===== src/rtl/fetch_stage.sv =====
// Instruction-fetch stage: PC register with redirect/stall handling, IF/ID
// pipeline register with bubble injection, and a saturating redirect counter.
module fetch_stage #(
    parameter int unsigned          XLEN      = 32,
    parameter logic [XLEN-1:0]      RESET_PC  = '0,
    parameter logic [31:0]          NOP_INSTR = 32'h0000_0013
) (
    input  logic            clk,
    input  logic            reset,
    input  logic            pc_src_e,
    input  logic [XLEN-1:0] pc_target_e,
    input  logic            stall_f,
    input  logic            stall_d,
    input  logic            flush_d,
    output logic [XLEN-1:0] imem_addr,
    input  logic [31:0]     imem_rdata,
    output logic [XLEN-1:0] pc_f,
    output logic [31:0]     instr_d,
    output logic [XLEN-1:0] pc_d,
    output logic [XLEN-1:0] pc_plus4_d,
    output logic            valid_d,
    output logic [15:0]     redirect_count
);

    logic [XLEN-1:0] pcf_q, pcf_d;
    logic [XLEN-1:0] pc_plus4_f;
    logic [31:0]     instr_q, instr_nx;
    logic [XLEN-1:0] pcid_q, pcid_nx;
    logic [XLEN-1:0] pc4id_q, pc4id_nx;
    logic            valid_q, valid_nx;
    logic [15:0]     cnt_q, cnt_d;

    // Wraps modulo 2^XLEN by construction.
    assign pc_plus4_f = pcf_q + XLEN'(4);

    // Redirect beats a fetch stall; target is forced word-aligned.
    always_comb begin
        pcf_d = pc_plus4_f;
        if (pc_src_e)
            pcf_d = {pc_target_e[XLEN-1:2], 2'b00};
        else if (stall_f)
            pcf_d = pcf_q;
    end

    // Flush beats a decode stall so a bubble is always inserted.
    always_comb begin
        instr_nx = instr_q;
        pcid_nx  = pcid_q;
        pc4id_nx = pc4id_q;
        valid_nx = valid_q;
        if (flush_d) begin
            instr_nx = NOP_INSTR;
            pcid_nx  = '0;
            pc4id_nx = '0;
            valid_nx = 1'b0;
        end else if (!stall_d) begin
            instr_nx = imem_rdata;
            pcid_nx  = pcf_q;
            pc4id_nx = pc_plus4_f;
            valid_nx = 1'b1;
        end
    end

    always_comb begin
        cnt_d = cnt_q;
        if (pc_src_e && (cnt_q != 16'hFFFF))
            cnt_d = cnt_q + 16'd1;
    end

    always_ff @(posedge clk) begin
        if (reset) begin
            pcf_q   <= RESET_PC;
            instr_q <= NOP_INSTR;
            pcid_q  <= '0;
            pc4id_q <= '0;
            valid_q <= 1'b0;
            cnt_q   <= '0;
        end else begin
            pcf_q   <= pcf_d;
            instr_q <= instr_nx;
            pcid_q  <= pcid_nx;
            pc4id_q <= pc4id_nx;
            valid_q <= valid_nx;
            cnt_q   <= cnt_d;
        end
    end

    assign pc_f           = pcf_q;
    assign imem_addr      = pcf_q;
    assign instr_d        = instr_q;
    assign pc_d           = pcid_q;
    assign pc_plus4_d     = pc4id_q;
    assign valid_d        = valid_q;
    assign redirect_count = cnt_q;

endmodule


===== config.mk =====
export PLATFORM = sky130hd
export DESIGN_NAME = fetch_stage
export DESIGN_NICKNAME = d
export VERILOG_FILES = /design/src/rtl/fetch_stage.sv
export SDC_FILE = /design/constraint.sdc
export NUM_CORES = 1
export LEC_CHECK = 0
export CAP_MARGIN = 0
export CELL_PAD_IN_SITES_DETAIL_PLACEMENT = 1
export CELL_PAD_IN_SITES_GLOBAL_PLACEMENT = 2
export CORE_ASPECT_RATIO = 1.4
export CORE_MARGIN = 2
export CORE_UTILIZATION = 25
export DETAILED_ROUTE_END_ITERATION = 8
export GPL_TIMING_DRIVEN = 0
export PLACE_DENSITY_LB_ADDON = 0.1
export SYNTH_ARGS = -nofsm -noshare
export SYNTH_HDL_FRONTEND = slang
export SYNTH_SLANG_ARGS = --single-unit

===== constraint.sdc =====
create_clock -name clk -period 2.35 [get_ports clk]
set_clock_uncertainty 0.1 [all_clocks]
set_input_delay 0.3525 -clock clk [delete_from_list [all_inputs] [get_ports clk]]
set_output_delay 0.3525 -clock clk [all_outputs]
set_load 0.01 [all_outputs]

# Word-level counts from Yosys, hierarchy flattened
# Index checks and enable logic that the tools add are counted.
dict set report totals {
  regBits 145
  latch_bits 0
  ramBits 0
  rom_bits 0
  in_bits 70
  memories 0
}
dict set report classes {
  n_addsub 2
  n_mul 0
  div 0
  n_lt_le_gt_ge 0
  n_eq_ne 2
  shifts 0
  n_mux 2
  n_bitwise 0
  n_reduce_logical 3
}
# cell n
set op_table {}
lappend op_table {{32-bit two-way mux} 2}
lappend op_table {{32-bit by 3-bit adder with 32-bit output (second input constant)} 1}
lappend op_table {{16-bit by 1-bit adder with 16-bit output (second input constant)} 1}
lappend op_table {{16-bit inequality test (second input constant)} 1}
lappend op_table {{2-bit OR reduction} 2}
lappend op_table {{2-bit inequality test (second input constant)} 1}
lappend op_table {{1-bit logical AND} 1}

# Longest topological paths before layout
dict set report depth {
  word_depth 3
  mapped_depth 8
  mapped_depth_nobuf 6
}

# Worst setup path before layout
# OpenSTA, ideal clock, no wires.
dict set report synth_timing {
  path_type {register to register}
  start {register pcf_q[7], in the netlist imem_addr[7]}
  end {register pc4id_q[20], in the netlist pc_plus4_d[20]}
  setup_time_ns 0.074
  arrival_time_ns 2.054
  required_time_ns 2.176
  slack_ns 0.122
  path_stages_with_launch 7
  path_buffers 2
  cell_sequence {dfxtp_1 -> buf_2 -> nand4_2 -> or4_1 -> clkbuf_2 -> or4_1 -> a31oi_1}
}
dict set report synth_between {
  elab_chain_len 1
}
# item line_no
set synth_rtl {}
lappend synth_rtl {{from (decl)} 25} ;# logic [XLEN-1:0] pcf_q, pcf_d;
lappend synth_rtl {{from (signal assigned)} 79} ;# pcf_q <= pcf_d;
lappend synth_rtl {{32-bit by 3-bit adder with 32-bit output} 34} ;# assign pc_plus4_f = pcf_q + XLEN'(4);
lappend synth_rtl {{to (signal assigned)} 82} ;# pc4id_q <= pc4id_nx;
lappend synth_rtl {{to (decl)} 29} ;# logic [XLEN-1:0] pc4id_q, pc4id_nx;
# No other way between the ends.
# A chain may end at the register's enable or synchronous reset.

# Final worst setup path
dict set report layout_timing {
  start {register pcf_q[6], in the netlist imem_addr[6]}
  end {register pc4id_q[20], in the netlist pc_plus4_d[20]}
}
# The elaborated chain is that of the path after synthesis.

==> results.md <==
- Flip-flop cell with the highest count after synthesis: sky130_fd_sc_hd__dfxtp_1
- Layout Area Growth over Synthesis: 56.94%
- Final setup violating endpoints: 0
- Hold crit path type: reg -> reg
- Yosys synthesis warning count: 0
- Slew of the pin with the lowest slew margin: around 0.8 ns
- R2r endpoint: pc_plus4_d[20]$_SDFFE_PP0N_
- Setup TNS: 0 ns
- Post-place instance area: between 9000 and 10000 sq um
- Placer congestion estimate: a little under 0.8
- Clock edge transition at the registers on the reported setup and hold paths: 0.06 ns
- Post-detailed-route wirelength per cell: 18.18 um
- Syn Std Cell Area: ~6400 sq um
- Placeable Area: approximately 25000 sq um
- Count of flip-flops with a built-in enable after synthesis: 0
- CP Launch Type: flip-flop
- Chip width: 139.0 um
- Data arrival time of the critical path: 2.50 ns
- Startpoint of the most critical hold path: valid_d$_SDFFE_PP0N_
- Worst path most repeated cell: sky130_fd_sc_hd__or4_1
- Pwr per Cell Area: 637.0 nW/um^2
- Fraction of layout cells with a size suffix above 1: 11.47%
- Max Cap Viol: 0
- Count of inserted antenna diode cells: 0
- Per-cell via count in the routed design: between 4 and 5
- Overall Global Routing Usage: ~18%
- Master cell of the clock root buffer: sky130_fd_sc_hd__clkbuf_16
- Clock tree from TritonCTS: built
- Share of flip-flops with an asynchronous set or reset: 0%
- Leading post-synthesis cells by cell area: sky130_fd_sc_hd__dfxtp_1 44%, sky130_fd_sc_hd__mux2i_1 12%, sky130_fd_sc_hd__nor2_1 6.9%, sky130_fd_sc_hd__xnor2_1 5.6%, sky130_fd_sc_hd__buf_4 4.5%
- Worst stage delay on the critical path: around 0.52 ns
- Status: finished clean
- Starting utilization of the core area: between 20% and 30%
- DRT antenna net count: 0
- Initial DRC Count: about 170
- Number of inserted filler cells in the final layout: 2933
- Worst supply voltage drop on vdd: approximately 0.00053 V
- Hold bufs inserted after CTS: 0
- Maximum clock frequency: about 0.45 GHz
- Seq cells post-synth: 139
- Top cell type's share of synthesized area: between 40 and 50%
- Number of failing hold endpoints at the final stage: 0
- Clock network latency to the later pin of the worst-skew pair: ~0.43 ns
- Clk buf depth: 2
- Largest net degree at the start of global routing: 17
- Number of sinks on the clock net: 139
- Buf/Inv on CP: 2
- Unique cell type count in the Yosys netlist: 47
- Antenna violations before repair: 0
- Register-to-register setup slack: between 0.1 and 0.15 ns
- Syn Area/Cell: approximately 8.7 sq um
- CP delay by family, top: simple AND/OR/NAND/NOR gates
- Congestion Overflow GR: 0
- Number of detailed-routing iterations run before antenna repair: 4
- Launching point of the worst reg2reg path: imem_addr[6]$_SDFFE_PP0P_
- Data required time of the worst path: ~2.6 ns
- Max Transition Viols Final: 0
- Number of top-level pins: about 250
- Maximum level of the CTS H-tree: 4
- Relative max-transition margin: a little under half
- Type of destination of the critical path: flip-flop
- Share of synthesized area occupied by flip-flops and latches: 43.65%
- Slowest cell on crit path: sky130_fd_sc_hd__or4_1
- Minimum clock period: between 2 and 2.5 ns
- Number of input and output port buffers inserted: 236
- Post-synthesis cell type with the largest combined area: sky130_fd_sc_hd__dfxtp_1
- Hold-critical path depth: 2
- Largest driver fanout on the critical path: 9
- Die height: 192.9 um
- Post-route cell area: roughly 10000 sq um
- CP cell instances: buf_6, nand4_4, or4_1, clkbuf_2, or4_1, a31oi_1
- Final clock period utilization by the worst path: approximately 95%
- Number of nets in the finished design: between 1000 and 1500
- DRC errors left: 0
- DP HPWL: approximately 18000 um
- Number of clock buffers inserted by TritonCTS: 17
- R2R cell count: 6
- Cells after synthesis: 729
- Via count: approximately 6100
- Static Leak: 0.003839 uW
- Wire length reported by the detailed router: 24190 um
- Endpoint of the worst hold path: valid_d$_SDFFE_PP0N_
- Standard-cell row count: 69
- RSZ-0062 raised after global routing: no
- Critical path start-end classification: reg -> reg
- First-pass GRT wire length: approximately 37000 um
- Vias in the first global route: between 6000 and 7000
- Area enclosed by the die boundary: ~27000 sq um
==> how the worst max path moves through the flow <==
stage	cells after the start	end	start
after floorplan	6	pc_plus4_d[20]$_SDFFE_PP0N_	imem_addr[7]$_SDFFE_PP0P_
after global placement	6	imem_addr[23]$_SDFFE_PP0P_	imem_addr[11]$_SDFFE_PP0P_
after detailed placement	6	imem_addr[4]$_SDFFE_PP0P_	pc_src_e
after CTS	6	pc_plus4_d[20]$_SDFFE_PP0N_	imem_addr[8]$_SDFFE_PP0P_
after global routing	6	pc_plus4_d[20]$_SDFFE_PP0N_	imem_addr[6]$_SDFFE_PP0P_
final	6	pc_plus4_d[20]$_SDFFE_PP0N_	imem_addr[6]$_SDFFE_PP0P_
==> cells in the mapped netlist, types with 3 or more instances <==
library cell and count:
sky130_fd_sc_hd__dfxtp_1 139, sky130_fd_sc_hd__nor2_1 118, sky130_fd_sc_hd__mux2i_1 75, sky130_fd_sc_hd__a21oi_1 49, sky130_fd_sc_hd__xnor2_1 41, sky130_fd_sc_hd__clkbuf_1 40, sky130_fd_sc_hd__buf_4 38, sky130_fd_sc_hd__nand2_1 30
sky130_fd_sc_hd__o21ai_0 26, sky130_fd_sc_hd__nor3_1 22, sky130_fd_sc_hd__nand3_1 19, sky130_fd_sc_hd__xor2_1 19, sky130_fd_sc_hd__inv_1 18, sky130_fd_sc_hd__nand4_1 14, sky130_fd_sc_hd__o21a_1 10, sky130_fd_sc_hd__nor4_1 9
sky130_fd_sc_hd__nor2b_1 6, sky130_fd_sc_hd__a211oi_1 4, sky130_fd_sc_hd__and3_1 4, sky130_fd_sc_hd__buf_1 4, sky130_fd_sc_hd__o22ai_1 4, sky130_fd_sc_hd__and4_1 3, sky130_fd_sc_hd__buf_2 3, sky130_fd_sc_hd__or4_1 3
==> state kept, by name (all words and copies together), names as in the netlist <==
name and count:
valid_d 1, instr_d 32, pc_plus4_d 30, redirect_count 16, pc_d 30, imem_addr 30
==> per-stage QoR <==
step,power (uW),utilization (%),setup WS (ns),cells,hold WS (ns)
floorplan,2982,-,0.1217,736,0.3696
global placement,3466,36.35,-0.5583,1291,0.3439
detailed placement,3471,36.35,-0.4997,1291,0.3508
CTS,6479,39.37,-0.02231,1327,0.3595
global route,6666,39.69,0.01115,1330,0.3847
finish,6373,39.69,0.1067,1330,0.3544
==> cell usage in the layout (no fill, tap or decap), types with 6 or more instances in the layout <==
| master | count |
|---|---|
| sky130_fd_sc_hd__clkdlybuf4s50_1 | 236 |
| sky130_fd_sc_hd__dfxtp_1 | 127 |
| sky130_fd_sc_hd__nor2_1 | 116 |
| sky130_fd_sc_hd__mux2i_1 | 75 |
| sky130_fd_sc_hd__a21oi_1 | 49 |
| sky130_fd_sc_hd__buf_4 | 47 |
| sky130_fd_sc_hd__xnor2_1 | 41 |
| sky130_fd_sc_hd__clkbuf_1 | 34 |
| sky130_fd_sc_hd__nand2_1 | 29 |
| sky130_fd_sc_hd__o21ai_0 | 26 |
| sky130_fd_sc_hd__nor3_1 | 22 |
| sky130_fd_sc_hd__xor2_1 | 19 |
| sky130_fd_sc_hd__inv_1 | 18 |
| sky130_fd_sc_hd__nand3_1 | 18 |
| sky130_fd_sc_hd__clkbuf_16 | 17 |
| sky130_fd_sc_hd__nand4_1 | 14 |
| sky130_fd_sc_hd__o21a_1 | 10 |
| sky130_fd_sc_hd__dfxtp_2 | 10 |
| sky130_fd_sc_hd__conb_1 | 8 |
| sky130_fd_sc_hd__clkbuf_2 | 6 |
| sky130_fd_sc_hd__nor2b_1 | 6 |
| sky130_fd_sc_hd__nor4_1 | 6 |
==> worst register-to-register path, cell delays in order (launching register included) <==
cell and delay [ns]:
sky130_fd_sc_hd__dfxtp_2 0.36, sky130_fd_sc_hd__buf_6 0.16, sky130_fd_sc_hd__nand4_4 0.17, sky130_fd_sc_hd__or4_1 0.52, sky130_fd_sc_hd__clkbuf_2 0.18, sky130_fd_sc_hd__or4_1 0.52
sky130_fd_sc_hd__a31oi_1 0.16
==> power breakdown <==
group	switching, uW	internal [uW]	total (uW)
Clock	1090	1860	2950
Sequential	101	2440	2540
Combinational	394	483	877
==> layer usage <==
metal,up-vias,global-route usage (%),share of wire (%)
met3,20,4.322,4.7
li1,2980,-,-
met5,-,0,0
met1,2915,21.30,43
met2,157,32.27,51
met4,0,5.012,1.2
==> area by class of cell <==
type / instances / area (sq um) / share of cell area (%)
Multi-Input combinational cell: 492 / 3174 / 31.73
Buffer: 84 / 490.5 / 4.902
Sequential cell: 139 / 2803 / 28.01
Timing Repair Buffer: 245 / 2430 / 24.29
Clock inverter: 10 / 162.7 / 1.626
Clock buffer: 22 / 474.2 / 4.740
Tap cell: 319 / 399.1 / 3.989
Inverter: 19 / 71.32 / 0.7129
==> cells by family after synthesis <==
group	after synthesis	share of synthesized area, %
and+or+nand+nor	244	18.25
other	1	0.05882
muxes	75	11.78
xor gates and xnor gates	60	8.243
buffers and inverters	106	8.577
adders and majority gates	2	0.3925
DFF	139	43.65
AOI/OAI and AO/OA	102	9.048
==> timing repair <==
action                                  CTS  global route
resized for setup                        21            27
buffers inserted                          4             5
pin swaps                                 2             2
endpoints found under the setup margin   50            42
cloned                                    0             1
No activity file was read; power rests on OpenSTA's default activity.
